`src/rtl/npu_ctrl_pkg.sv`:
```
// Shared types, default parameters and result byte-select helper for the Mini NPU row controller.
// Consumers of this package honour NPU_ROW_ARGMAX_EN; the package itself is configuration-independent.
package npu_ctrl_pkg;

  typedef enum logic [2:0] {
    ST_IDLE     = 3'd0,
    ST_RECEIVE  = 3'd1,
    ST_COMPUTE  = 3'd2,
    ST_FIND_MAX = 3'd3,
    ST_SEND     = 3'd4
  } ctrl_state_t;

  localparam int unsigned DEF_ROW_LEN   = 32;
  localparam int unsigned DEF_PIX_W     = 8;
  localparam int unsigned DEF_RES_W     = 18;
  localparam int unsigned DEF_OUT_BYTES = 3;

  // Widest sign-extended result the byte selector handles (8 output bytes).
  localparam int unsigned MAX_EXT_W = 64;

  // Byte k (little-endian) of a res_w-bit signed value sign-extended to MAX_EXT_W bits.
  function automatic logic [7:0] res_byte(input logic [MAX_EXT_W-1:0] val,
                                          input int unsigned          res_w,
                                          input int unsigned          k);
    logic [MAX_EXT_W-1:0] ext;
    for (int unsigned i = 0; i < MAX_EXT_W; i++) begin
      ext[i] = (i < res_w) ? val[i] : val[res_w-1];
    end
    return ext[k*8 +: 8];
  endfunction

endpackage

```
`src/rtl/signed_argmax_scan.sv`:
```
// Sequential signed arg-max over the engine result vector, one result per step.
// With NPU_ROW_ARGMAX_EN the index register is kept; otherwise max_idx is tied to 0.
module signed_argmax_scan
  import npu_ctrl_pkg::*;
#(
  parameter int unsigned RES_W   = DEF_RES_W,
  parameter int unsigned RES_CNT = DEF_ROW_LEN - 2,
  parameter int unsigned IDX_W   = $clog2(RES_CNT + 1)
) (
  input  logic                     clk,
  input  logic                     rst,
  input  logic                     load,
  input  logic                     step,
  input  logic [RES_CNT*RES_W-1:0] results,
  output logic signed [RES_W-1:0]  max_val,
  output logic [IDX_W-1:0]         max_idx,
  output logic                     last
);

  logic [IDX_W-1:0]        cnt;
  logic signed [RES_W-1:0] cur;

  always_comb begin
    cur  = results[32'(cnt)*RES_W +: RES_W];
    last = (cnt == IDX_W'(RES_CNT - 1));
  end

  always_ff @(posedge clk) begin
    if (rst) begin
      max_val <= '0;
      cnt     <= '0;
    end else if (load) begin
      max_val <= results[RES_W-1:0];
      cnt     <= IDX_W'(1);
    end else if (step) begin
      // Strict compare: an equal later value never displaces the earlier index.
      if (cur > max_val) max_val <= cur;
      cnt <= cnt + IDX_W'(1);
    end
  end

`ifdef NPU_ROW_ARGMAX_EN
  always_ff @(posedge clk) begin
    if (rst) begin
      max_idx <= '0;
    end else if (load) begin
      max_idx <= '0;
    end else if (step && (cur > max_val)) begin
      max_idx <= cnt;
    end
  end
`else
  assign max_idx = '0;
`endif

endmodule

```
`src/rtl/npu_row_controller.sv`:
```
// Row controller: captures a pixel row, launches the engine, scans for the signed maximum, sends it bytewise.
// NPU_ROW_ARGMAX_EN appends the arg-max index as one extra transmit byte.
module npu_row_controller
  import npu_ctrl_pkg::*;
#(
  parameter int unsigned ROW_LEN   = DEF_ROW_LEN,
  parameter int unsigned PIX_W     = DEF_PIX_W,
  parameter int unsigned RES_W     = DEF_RES_W,
  parameter int unsigned RES_CNT   = ROW_LEN - 2,
  parameter int unsigned OUT_BYTES = DEF_OUT_BYTES
) (
  input  logic                              clk,
  input  logic                              rst,
  input  logic                              start,
  input  logic [PIX_W-1:0]                  rx_data,
  input  logic                              rx_valid,
  output logic                              rx_ready,
  output logic                              eng_start,
  output logic [ROW_LEN*PIX_W-1:0]          eng_pixels,
  input  logic                              eng_done,
  input  logic [RES_CNT*RES_W-1:0]          eng_results,
  output logic [7:0]                        tx_data,
  output logic                              tx_valid,
  input  logic                              tx_ready,
  output logic [$clog2(RES_CNT+1)-1:0]      max_idx,
  output logic                              busy,
  output logic                              done_signal
);

  localparam int unsigned IDX_W = $clog2(RES_CNT + 1);
  localparam int unsigned RX_W  = $clog2(ROW_LEN);
`ifdef NPU_ROW_ARGMAX_EN
  localparam int unsigned TX_BYTES = OUT_BYTES + 1;
`else
  localparam int unsigned TX_BYTES = OUT_BYTES;
`endif
  localparam int unsigned TXC_W = $clog2(TX_BYTES + 1);

  ctrl_state_t             state;
  logic [RX_W-1:0]         rx_cnt;
  logic [TXC_W-1:0]        tx_cnt;
  logic                    launch_pend;
  logic                    scan_load;
  logic                    scan_step;
  logic                    scan_last;
  logic signed [RES_W-1:0] scan_max;
  logic [IDX_W-1:0]        scan_idx;
  int unsigned             byte_sel;
  logic [7:0]              next_byte;

  assign rx_ready  = (state == ST_RECEIVE);
  assign busy      = (state != ST_IDLE);
  assign scan_load = (state == ST_COMPUTE) && eng_done;
  assign scan_step = (state == ST_FIND_MAX);
  assign max_idx   = scan_idx;

  signed_argmax_scan #(
    .RES_W   (RES_W),
    .RES_CNT (RES_CNT),
    .IDX_W   (IDX_W)
  ) u_scan (
    .clk     (clk),
    .rst     (rst),
    .load    (scan_load),
    .step    (scan_step),
    .results (eng_results),
    .max_val (scan_max),
    .max_idx (scan_idx),
    .last    (scan_last)
  );

  // tx_data is loaded one byte ahead: byte 0 on SEND entry, byte k+1 on the handshake of byte k.
  always_comb begin
    byte_sel  = tx_valid ? (32'(tx_cnt) + 32'd1) : 32'd0;
    next_byte = res_byte(MAX_EXT_W'(scan_max), RES_W, byte_sel);
`ifdef NPU_ROW_ARGMAX_EN
    if (byte_sel == OUT_BYTES) next_byte = 8'(scan_idx);
`endif
  end

  always_ff @(posedge clk) begin
    if (rst) begin
      state       <= ST_IDLE;
      rx_cnt      <= '0;
      tx_cnt      <= '0;
      launch_pend <= 1'b0;
      eng_start   <= 1'b0;
      eng_pixels  <= '0;
      tx_data     <= '0;
      tx_valid    <= 1'b0;
      done_signal <= 1'b0;
    end else begin
      // eng_start trails the last accepted beat by one cycle through launch_pend.
      eng_start   <= launch_pend;
      launch_pend <= 1'b0;
      done_signal <= 1'b0;
      case (state)
        ST_IDLE: begin
          if (start) begin
            state  <= ST_RECEIVE;
            rx_cnt <= '0;
          end
        end
        ST_RECEIVE: begin
          if (rx_valid) begin
            eng_pixels[32'(rx_cnt)*PIX_W +: PIX_W] <= rx_data;
            if (rx_cnt == RX_W'(ROW_LEN - 1)) begin
              state       <= ST_COMPUTE;
              rx_cnt      <= '0;
              launch_pend <= 1'b1;
            end else begin
              rx_cnt <= rx_cnt + RX_W'(1);
            end
          end
        end
        ST_COMPUTE: begin
          if (eng_done) begin
            state  <= (RES_CNT == 1) ? ST_SEND : ST_FIND_MAX;
            tx_cnt <= '0;
          end
        end
        ST_FIND_MAX: begin
          if (scan_last) begin
            state  <= ST_SEND;
            tx_cnt <= '0;
          end
        end
        ST_SEND: begin
          if (!tx_valid) begin
            tx_data  <= next_byte;
            tx_valid <= 1'b1;
          end else if (tx_ready) begin
            if (tx_cnt == TXC_W'(TX_BYTES - 1)) begin
              tx_valid    <= 1'b0;
              state       <= ST_IDLE;
              done_signal <= 1'b1;
            end else begin
              tx_data <= next_byte;
              tx_cnt  <= tx_cnt + TXC_W'(1);
            end
          end
        end
        default: state <= ST_IDLE;
      endcase
    end
  end

endmodule

```
`config.mk`:
```
export PLATFORM = sky130hd
export DESIGN_NAME = npu_row_controller
export DESIGN_NICKNAME = d
export VERILOG_FILES = /design/src/rtl/npu_ctrl_pkg.sv /design/src/rtl/signed_argmax_scan.sv /design/src/rtl/npu_row_controller.sv
export SDC_FILE = /design/constraint.sdc
export NUM_CORES = 1
export LEC_CHECK = 0
export CORE_AREA = 2 2 322 324
export CTS_CLUSTER_DIAMETER = 60
export CTS_CLUSTER_SIZE = 25
export DETAILED_ROUTE_END_ITERATION = 8
export DIE_AREA = 0 0 324 326
export SYNTH_ARGS = -nofsm -noshare
export SYNTH_HDL_FRONTEND = slang
export SYNTH_SLANG_ARGS = --single-unit
```
`constraint.sdc`:
```
create_clock -name clk -period 5.5 [get_ports clk]
set_clock_uncertainty 0.15 [all_clocks]
set_input_delay 0.825 -clock clk [delete_from_list [all_inputs] [get_ports clk]]
set_output_delay 0.825 -clock clk [all_outputs]
set_load 0.03 [all_outputs]
```
==> results.ini <==
[floorplan]
die_x_microns = 324
fp.dieH_microns = 326
boundaryPins = 828
rows = 118
dieArea_sq_um = 106000
fp.coreArea_sq_um = 103000
start_util_pct = 16.8

[place]
gp_congestion = 0.986
hpwl_mm = 93.7
port_buffers = 822

[pwr]
switchingPower_mw = 1.78
vdd_drop_max_mv = 0.172
pwr_density_cell_nw_per_um2 = 203
cellInternalPower_mw = 3.96
comb_power_share_pct = 18.1
switching_share_pct = 31.0
leakagePower_nw = 10.0
p_total_mw = 5.74
p_clk_share_pct = 43.7
pwr-share-seq_pct = 38.2

[synth]
synth-compound-area-share_pct = 13.3
synthSimpleGateAreaFrac_pct = 19.9
yosys.area.top_type_share_pct = 34.9
synth_area_leaders = dfxtp_1 (35%), mux2i_1 (13%), mux4_2 (11%)
synth_edf_count = 0
synth_top_cell_by_area = dfxtp_1
yosysUniqueCellTypes = 73
synthesis.area_sq_um = 17200
synth-xor-area-share_pct = 0.406
synth-seq-area-share_pct = 34.9
async_reset_ff_share_pct = 0
synth_cells = 1969
synth_top_family_by_area = multiplexers
synth.mux.area_fraction_pct = 24.5
synth-main-ff-cell = dfxtp_1
ys_warn_count = 0
synth.avg_cell_area_sq_um = 8.76
synth_fa_ha_area_share_pct = 1.89
ys_seq_elements = 301

[worst_setup_path]
crit_arrival_ps = 5120
reg2reg_from = u_scan.cnt[3]
r2r-end = u_scan.max_val[17]
rr_worst_depth = 12
crit_required_ps = 5750
critPathMaxStageDelay_ps = 630
crit_path_start = u_scan.cnt[3]
cp_cell_sequence = and2_1 > nand2_1 > o221ai_1 > a2bb2oi_1 > ha_1 > nand4_1 > nor4_2 > a221o_1 > nor3_1 > o31ai_4 > buf_4 > a221oi_1
critPathMaxFanout = 21
end_kind = register
cp_slowest_cell = o221ai_1
critPathLaunchType = register
ff2ff_setup_slack_ps = 640
crit_path_end = u_scan.max_val[17]
path_class = register to register

[finish]
drive_above_1_share_pct = 8.97
mostFrequentLayoutCell = clkdlybuf4s50_1
area_delta_synth_final_pct = 64.1
fin_nets = 3310
layout_common_cells = clkdlybuf4s50_1 (821), dfxtp_1 (297), nor2_1 (283), nand2_1 (236), mux2i_1 (221)

[clock_network]
cts_tree = done
cts_sinks = 301
cts-root-buf = clkbuf_16
clock_latency_ps = 580
ctsResizeCount = 0
cts_buffers = 34
hold_buffers = 0
post_cts_buffers = 0
clk_pin_slew_ps = 60
cts_max_level = 2
cts_buffer_depth = 3

[worst_hold_path]
hold_class = register to register
worstHoldStart = eng_pixels[126]

[detailed_routing]
drt-total-wl_mm = 112
drtAntennaViolNets = 0
drt-initial-drc-count = 1646
wl_per_cell_microns = 27.0
drcViolationCount = 0
vias = 19000
dr.pass1.iters = 5
via_per_inst = 4.58

[run]
cap_violations = 0

[grt]
grt_max_degree = 165
grt_overflow = 0
grt_antenna_before_repair = 49
grt_pass1_wl_mm = 150
grt.total_usage_pct = 20.3
grt_pass1_vias = 18200

[sta]
maxSlewViolCount = 0
min_period_ps = 4860
period_share_pct = 88.4
rsz0062_at_grt = no
setup_viol_count_final = 0
tns_ps = 0
fmax_mhz = 206
relSlewSlack_pct = 30.3
worst_slew_pin_slew_ps = 1040
hold_violations = 0

[outcome]
status = completed

-- through the flow --
step / util, % / setup slack, ps / instances / hold WS [ps] / cell area [sq um]
finish: 27.6 / 636 / 4149 / 302 / 28300
global route: 27.5 / 388 / 4137 / 321 / 28300
CTS: 27.5 / 798 / 4135 / 304 / 28300
detailed placement: 26.3 / 632 / 4074 / 292 / 27000
global placement: 26.3 / 537 / 4074 / 288 / 27000
floorplan: - / 1630 / 1973 / 264 / 17300
-- worst min path at each step --
stage	to	slack [ps]	cells past startpoint
after CTS	eng_pixels[202]	300	2
after detailed placement	eng_pixels[202]	290	2
after global placement	eng_pixels[202]	290	2
after floorplan	eng_start	260	1
final	eng_pixels[126]	300	2
after global routing	eng_pixels[5]	320	2
-- layer usage --
metal	GRT usage, %	routed length (microns)	vias up	part of all wire, %
met2	29.1	46200	900	41
met3	8.13	12800	147	11
met4	3.46	1760	52	1.6
met1	28.6	50800	9292	45
li1	-	-	8598	-
met5	0	317	-	0.28
-- worst max-delay path: cells and delay by family (launching register included) --
family / cells / cell delay, ps
fa+ha+maj: 1 / 210
flops: 1 / 580
compound gates: 5 / 1850
simple gates: 5 / 1640
buf+inv: 1 / 270
-- final cells by class --
| cell class | instances | area, sq um |
|---|---|---|
| fillers | 11000 | 74300 |
| multi-input cells | 1472 | 10400 |
| repair buffers | 875 | 8670 |
| flip-flops and latches | 301 | 6040 |
| well taps | 1380 | 1730 |
| clock buffers | 34 | 851 |
| clock inverters | 27 | 412 |
| inverters | 46 | 173 |
| diodes | 14 | 35.0 |
-- flip-flops by register name (all words and copies together) (netlist names) --
signal	flops
state	3
tx_data	8
tx_cnt	2
eng_start	1
launch_pend	1
u_scan.cnt	5
eng_pixels	256
u_scan.max_val	18
done_signal	1
rx_cnt	5
tx_valid	1
-- power groups by stage --
stage	combinational, mW	clock, mW	sequential, mW
2_1_floorplan	0.391	0	2.24
3_3_place_gp	1.03	0	2.24
3_5_place_dp	1.03	0	2.24
4_1_cts	1.04	2.58	2.19
5_1_grt	1.10	2.66	2.19
6_report	1.04	2.51	2.19
-- cell usage after synthesis, types with 16 or more instances --
| library cell | count |
|---|---|
| dfxtp_1 | 301 |
| nor2_1 | 284 |
| nand2_1 | 236 |
| mux2i_1 | 221 |
| a21oi_1 | 187 |
| nand3_1 | 109 |
| clkbuf_1 | 91 |
| mux4_2 | 88 |
| inv_1 | 44 |
| nor3_1 | 43 |
| buf_2 | 36 |
| o221ai_1 | 33 |
| ha_1 | 26 |
| o21ai_0 | 23 |
| a21o_1 | 21 |
| a221oi_1 | 19 |
| buf_4 | 19 |
| and2_1 | 18 |
| o2bb2ai_1 | 17 |
| a2bb2oi_1 | 16 |
-- kinds of logic (layout without fill, tap and decap cells) --
logic type,count (synthesis),count (layout)
adders and majority gates,26,26
AOI/OAI and AO/OA,355,355
muxes,311,311
DFF,301,301
other,1,19
xor gates and xnor gates,8,8
and+or+nand+nor,767,767
buffers and inverters,200,982
Power figures use the tool's default switching activity.
